`config.mk`:
```
export PLATFORM = sky130hd
export DESIGN_NAME = vga_timing_ctrl
export DESIGN_NICKNAME = d
export VERILOG_FILES = /design/src/rtl/vga_timing_ctrl.sv
export SDC_FILE = /design/constraint.sdc
export NUM_CORES = 1
export LEC_CHECK = 0
export BUFFER_PORTS_ARGS = -buffer_cell sky130_fd_sc_hd__buf_2
export CAP_MARGIN = 20
export CORE_AREA = 2 2 70 72
export CTS_BUF_LIST = sky130_fd_sc_hd__clkbuf_4
export CTS_CLUSTER_SIZE = 30
export DETAILED_ROUTE_END_ITERATION = 8
export DIE_AREA = 0 0 72 74
export GPL_TIMING_DRIVEN = 0
export PLACE_DENSITY = 0.74
export SYNTH_ARGS = -nofsm -noshare
export SYNTH_HDL_FRONTEND = slang
export SYNTH_SLANG_ARGS = --single-unit
```
`constraint.sdc`:
```
create_clock -name clk -period 4.55 [get_ports clk]
set_input_delay 0.455 -clock clk [delete_from_list [all_inputs] [get_ports clk]]
set_output_delay 0.455 -clock clk [all_outputs]
set_load 0.01 [all_outputs]
```
`src/rtl/vga_timing_ctrl.sv`:
```
// 640x480@60 VGA raster timing: pixel-rate enable, h/v counters, phase decode and sync/DE outputs.
// Optional completed-frame counter enabled by defining VGA_FRAME_CNT_EN.
module vga_timing_ctrl #(
    parameter int unsigned CLK_DIV   = 4,
    parameter int unsigned H_VISIBLE = 640,
    parameter int unsigned H_FP      = 16,
    parameter int unsigned H_SYNC    = 96,
    parameter int unsigned H_BP      = 48,
    parameter int unsigned V_VISIBLE = 480,
    parameter int unsigned V_FP      = 10,
    parameter int unsigned V_SYNC    = 2,
    parameter int unsigned V_BP      = 33
) (
    input  logic        clk,
    input  logic        reset,
    output logic        pclk_tick,
    output logic        h_sync,
    output logic        v_sync,
    output logic        DE,
    output logic [9:0]  x_pixel,
    output logic [9:0]  y_pixel,
    output logic        frame_start
`ifdef VGA_FRAME_CNT_EN
    ,
    output logic [15:0] frame_cnt
`endif
);

    localparam int unsigned H_TOTAL = H_VISIBLE + H_FP + H_SYNC + H_BP;
    localparam int unsigned V_TOTAL = V_VISIBLE + V_FP + V_SYNC + V_BP;
    localparam int unsigned DW      = $clog2(CLK_DIV);

    localparam logic [DW-1:0] DIV_LAST = DW'(CLK_DIV - 1);

    localparam logic [9:0] H_LAST       = 10'(H_TOTAL - 1);
    localparam logic [9:0] H_FP_START   = 10'(H_VISIBLE);
    localparam logic [9:0] H_SYNC_START = 10'(H_VISIBLE + H_FP);
    localparam logic [9:0] H_BP_START   = 10'(H_VISIBLE + H_FP + H_SYNC);
    localparam logic [9:0] V_LAST       = 10'(V_TOTAL - 1);
    localparam logic [9:0] V_FP_START   = 10'(V_VISIBLE);
    localparam logic [9:0] V_SYNC_START = 10'(V_VISIBLE + V_FP);
    localparam logic [9:0] V_BP_START   = 10'(V_VISIBLE + V_FP + V_SYNC);

    localparam logic [1:0] PH_VISIBLE = 2'd0;
    localparam logic [1:0] PH_FP      = 2'd1;
    localparam logic [1:0] PH_SYNC    = 2'd2;
    localparam logic [1:0] PH_BP      = 2'd3;

    logic [DW-1:0] div_cnt;
    logic [9:0]    h_cnt;
    logic [9:0]    v_cnt;
    logic [1:0]    h_phase;
    logic [1:0]    v_phase;
    logic          at_origin;

    assign pclk_tick = (div_cnt == DIV_LAST);
    assign at_origin = (h_cnt == 10'd0) && (v_cnt == 10'd0);

    // Phase is a pure function of the counter, so it can never drift from it.
    always_comb begin
        h_phase = PH_BP;
        if (h_cnt < H_FP_START) begin
            h_phase = PH_VISIBLE;
        end else if (h_cnt < H_SYNC_START) begin
            h_phase = PH_FP;
        end else if (h_cnt < H_BP_START) begin
            h_phase = PH_SYNC;
        end
    end

    always_comb begin
        v_phase = PH_BP;
        if (v_cnt < V_FP_START) begin
            v_phase = PH_VISIBLE;
        end else if (v_cnt < V_SYNC_START) begin
            v_phase = PH_FP;
        end else if (v_cnt < V_BP_START) begin
            v_phase = PH_SYNC;
        end
    end

    always_ff @(posedge clk or posedge reset) begin
        if (reset) begin
            div_cnt <= '0;
        end else if (pclk_tick) begin
            div_cnt <= '0;
        end else begin
            div_cnt <= div_cnt + DW'(1);
        end
    end

    always_ff @(posedge clk or posedge reset) begin
        if (reset) begin
            h_cnt <= '0;
            v_cnt <= '0;
        end else if (pclk_tick) begin
            if (h_cnt == H_LAST) begin
                h_cnt <= '0;
                v_cnt <= (v_cnt == V_LAST) ? 10'd0 : v_cnt + 10'd1;
            end else begin
                h_cnt <= h_cnt + 10'd1;
            end
        end
    end

    // Outputs capture the pixel the counters point at on the tick edge, so the
    // first tick after reset presents (0,0) and each value holds for CLK_DIV clks.
    always_ff @(posedge clk or posedge reset) begin
        if (reset) begin
            h_sync      <= 1'b1;
            v_sync      <= 1'b1;
            DE          <= 1'b0;
            x_pixel     <= '0;
            y_pixel     <= '0;
            frame_start <= 1'b0;
        end else begin
            frame_start <= pclk_tick && at_origin;
            if (pclk_tick) begin
                h_sync  <= (h_phase != PH_SYNC);
                v_sync  <= (v_phase != PH_SYNC);
                DE      <= (h_phase == PH_VISIBLE) && (v_phase == PH_VISIBLE);
                x_pixel <= h_cnt;
                y_pixel <= v_cnt;
            end
        end
    end

`ifdef VGA_FRAME_CNT_EN
    logic first_seen;

    // The first frame_start after reset opens frame 0 rather than completing one.
    always_ff @(posedge clk or posedge reset) begin
        if (reset) begin
            first_seen <= 1'b0;
            frame_cnt  <= '0;
        end else if (pclk_tick && at_origin) begin
            if (first_seen) begin
                frame_cnt <= frame_cnt + 16'd1;
            end else begin
                first_seen <= 1'b1;
            end
        end
    end
`endif

endmodule

```
* Word-level counts from Yosys, hierarchy flattened *
Cells that the tools add are included.

storage, ports and cells
  logic and storage cells = 40
  register bits after elaboration = 46

operators by class
  reductions and logical operators = 8
  order comparisons = 6
  multiplexer cells = 9
  $add $sub $neg = 3
  equal/unequal tests = 5

operators with widths
  operator                                                     number
  less-than comparator 10 bit, second input constant           3
  less-than comparator 10 x 9 -> 1 bit, second input constant  3
  adder 10 x 1 -> 10 bit, second input constant                2
  == test 10 bit, second input constant                        2
  logical NOT 10 bit                                           2
  2-to-1 mux 10 bit                                            2
  2-to-1 mux 2 bit                                             5
  logical NOT 2 bit                                            2
  != test 2 bit, second input constant                         2
  logical AND 1 bit                                            3
  adder 2 x 1 -> 2 bit, second input constant                  1
  == test 2 bit, second input constant                         1
  2-to-1 mux 1 bit                                             2
  AND reduction 2 bit                                          1

* Logic depth before layout (Yosys ltp) *
  depth in word-level cells = 6
  depth in mapped cells = 7
  depth with buffers taken out = 6

* Worst setup path before layout *
No wires, ideal clock.

  path type = flip-flop to flip-flop
  start point = reg div_cnt[0]
  end point = reg v_cnt[7]
  clock period less this slack = 1.919 ns
  cell stages (with the launch flop) = 8
  data arrival time = 1.840 ns
  buffers on the path = 2
  setup slack = 2.631 ns
  data required time = 4.471 ns
  cells stage by stage = dfrtp_1 > ha_1 > clkbuf_1 > nand4_2 > or3_4 > buf_6 > nor4_4 > xor2_1

between the ends
  cells in the longest elaborated chain, start to end = 2

ends and longest elaborated chain
  item                                  line  text
  from (decl)                           49    logic [DW-1:0] div_cnt;
  from (signal assigned)                88    div_cnt <= div_cnt + DW'(1);
  == test 2 bit                         56    assign pclk_tick = (div_cnt == DIV_LAST);
  named net pclk_tick                   16    output logic pclk_tick,
  AND reduction 2 bit (no source line)  --
  to (signal assigned)                  99    v_cnt <= (v_cnt == V_LAST) ? 10'd0 : v_cnt + 10'd1;
  to (decl)                             51    logic [9:0] v_cnt;

The timed path passes the listed nets, and every way through them passes these cells.
A chain may end at the register's enable or synchronous reset.

* Worst setup path in the final report *
  start point = reg div_cnt[0]
  end point = reg v_cnt[6]

between the ends
  cells in the longest elaborated chain, start to end = 2

ends and longest elaborated chain
  item                                  line
  == test 2 bit                         56
  AND reduction 2 bit (no source line)  --

No other way between the ends.

==> flow_summary.toml <==
[run_status]
outcome = "finished clean"

[detailed_routing]
post_drt_via_cell_ratio = 5.357
vias = 1425
ant_nets = 0
drt-pass1-iter-count = 5
wire_per_inst_um = 14.70
routed_wl_um = 3911
drtIter0Drc = 56
drc = 0

[setup_path]
crit_type = "reg -> reg"
arrival_ps = 2420
crit_start = "div_cnt[0]"
cp_max_fo = 8
cp.required_ps = 4790
timing.rr.start = "div_cnt[0]"
r2r_slack_ps = 2370
worstSetupEndpoint = "v_cnt[6]"
crit_path_start_kind = "register"
reg2reg_to = "v_cnt[6]"
end_kind = "register"
r2r_cells = 6

[cts]
cts_num_sinks = 46
root_buffer = "clkbuf_4"
clk_pin_slew_ps = 120
cts_setup_buffers = 0
cts_hold_buffers = 0
cts_resized = 0
cts_buffers = 5
tritoncts = "done"
ctsHtreeMaxLevel = 2
clock_path_buffers = 2
clk_latency_ps = 350

[floorplanning]
die-area_sq_mm = 0.005328
core_area_sq_mm = 0.004598
die_h_um = 74
start_util_pct = 45.52
rows = 25
die-width_um = 72
boundaryPins = 27

[timing]
max_freq_mhz = 459.0
setup_ws_ps = 2371
period_minus_slack_ps = 2179
rsz0062_at_grt = "false"
timing.hold.ws_ps = 65.77
maxSlewViolCount = 0
slew_headroom_pct = 50.10
post-route-period-util_pct = 47.88
setup_viol = 0
worst-slew-pin-transition_ps = 742.7
hold_viol_final = 0
tns_ps = 0
skew_ps = 6.514

[global_routing]
grt_usage_pct = 16.45
grt_start_max_net_pins = 30
grt_pass1_vias = 1422
antenna_found_initial = 0
overflow = 0
grt_first_pass_wirelength_um = 6789

[place]
dp_cells = 258
placed_area_sq_mm = 0.002311
dp_hpwl_um = 2861
place_ws_ps = 2351
io_buffers = 26
place.gp.congestion = 0.7927

[layout]
fin_util_pct = 51.43
layout_commonest_cell = "dfrtp_1"
final_layout_size_suffix_gt1_share_pct = 31.60
fill_cells = 433
syn_to_final_growth_pct = 12.97
stdcell_area_sq_mm = 0.002365
final_cells = 266
final_cell_mix = "dfrtp_1 (44), buf_2 (28), mux2_2 (21), nand2_1 (13), nand3_1 (12)"
n_antenna_cell = 0
nets = 218

[power]
p_leak_nw = 1.149
power.density_mw_per_mm2 = 255.2
irDropWorstVdd_mv = 0.1260
power_uw = 603.4

[logic_synthesis]
synth_ff_type = "dfrtp_1"
ys_seq_elements = 46
synth_edf_count = 0
yosysWarnings = 0
netlist.area_leader.share_pct = 52.60
avgSynthCellArea_sq_um = 11.83
syn_area_sq_mm = 0.002093
syn_nets = 184
synth_area_leader_cell = "dfrtp_1"
synth_cell_types = 41
synth_area_leaders = "dfrtp_1 (53%), mux2_2 (11%), ha_1 (3.0%), nand3_1 (2.9%), dfstp_2 (2.5%)"
seq_area_frac_synth_pct = 55.11
synth_cells = 177
async_flop_share_pct = 100.0

[hold_path]
hold_path_class = "in -> async"

[flow_run]
cap_violations = 0
[cell families (layout without fill, tap and decap cells)]
kind of cell	after synthesis	after routing	synth area share [%]
multiplexers	23	23	12.25
AO/OA/AOI/OAI	13	13	3.885
adder cells (fa/ha/maj)	5	5	2.989
AND/OR/NAND/NOR	64	64	18.23
flip-flops	46	46	55.11
XOR/XNOR	10	10	4.184
buffers and inverters	16	51	3.347
[critical path, stage by stage, from the launching register on]
cell,delay [ps]
dfrtp_1,370
ha_1,160
clkbuf_1,270
nand4_2,280
nor4_1,640
nand3_1,190
xnor2_1,160
[flip-flops by register name, summed over array words and instances, names as in the netlist]
name / cells
v_cnt: 10
y_pixel: 10
div_cnt: 2
v_sync: 1
x_pixel: 10
h_sync: 1
h_cnt: 10
frame_start: 1
DE: 1
[power breakdown]
group	internal [mW]	switching (mW)	leakage, nW
Clock	0.0642	0.120	0.0331
Sequential	0.409	0	0.601
Combinational	0.00212	0.00798	0.515
Total	0.475	0.128	1.15
[per-layer routing]
metal,wire length (um),global-route usage [%],part of all wire [%]
met5,0,0,0
met4,65,5.660,1.7
met3,167,4.065,4.3
met2,1798,26.65,46
met1,1879,21.89,48
[synthesized netlist by cell type, types with 2 or more instances]
| cell type | count |
|---|---|
| xor2_1 | 5 |
| inv_1 | 7 |
| o22ai_1 | 3 |
| clkbuf_1 | 6 |
| mux2i_1 | 2 |
| nand4b_1 | 2 |
| nor3_1 | 2 |
| a31oi_1 | 2 |
| nor4_1 | 5 |
| dfstp_2 | 2 |
| ha_1 | 5 |
| nand4_1 | 2 |
| buf_2 | 2 |
| o21ai_0 | 4 |
| nand3_1 | 12 |
| nor2_1 | 9 |
| and3_1 | 4 |
| mux2_2 | 21 |
| nand2_1 | 13 |
| dfrtp_1 | 44 |
| xnor2_1 | 5 |
[how the worst min path moves through the flow]
stage / start / endpoint / cells after the start
final: reset / x_pixel[3] / 2
after global routing: reset / y_pixel[9] / 2
after CTS: reset / x_pixel[6] / 2
after detailed placement: div_cnt[0] / div_cnt[0] / 1
after global placement: div_cnt[0] / div_cnt[0] / 1
after floorplan: div_cnt[0] / div_cnt[0] / 1
[layout make-up]
| cell class | instances | area, sq um | share of cell area [%] |
|---|---|---|---|
| Buffer | 9 | 43.79 | 1.852 |
| Clock buffer | 6 | 45.04 | 1.905 |
| Clock inverter | 2 | 8.758 | 0.3704 |
| Inverter | 7 | 26.28 | 1.111 |
| Multi-Input combinational cell | 115 | 869.6 | 36.77 |
| Sequential cell | 46 | 1154 | 48.78 |
| Tap cell | 54 | 67.56 | 2.857 |
| Timing Repair Buffer | 27 | 150.1 | 6.349 |
No activity file was read; power rests on OpenSTA's default activity.
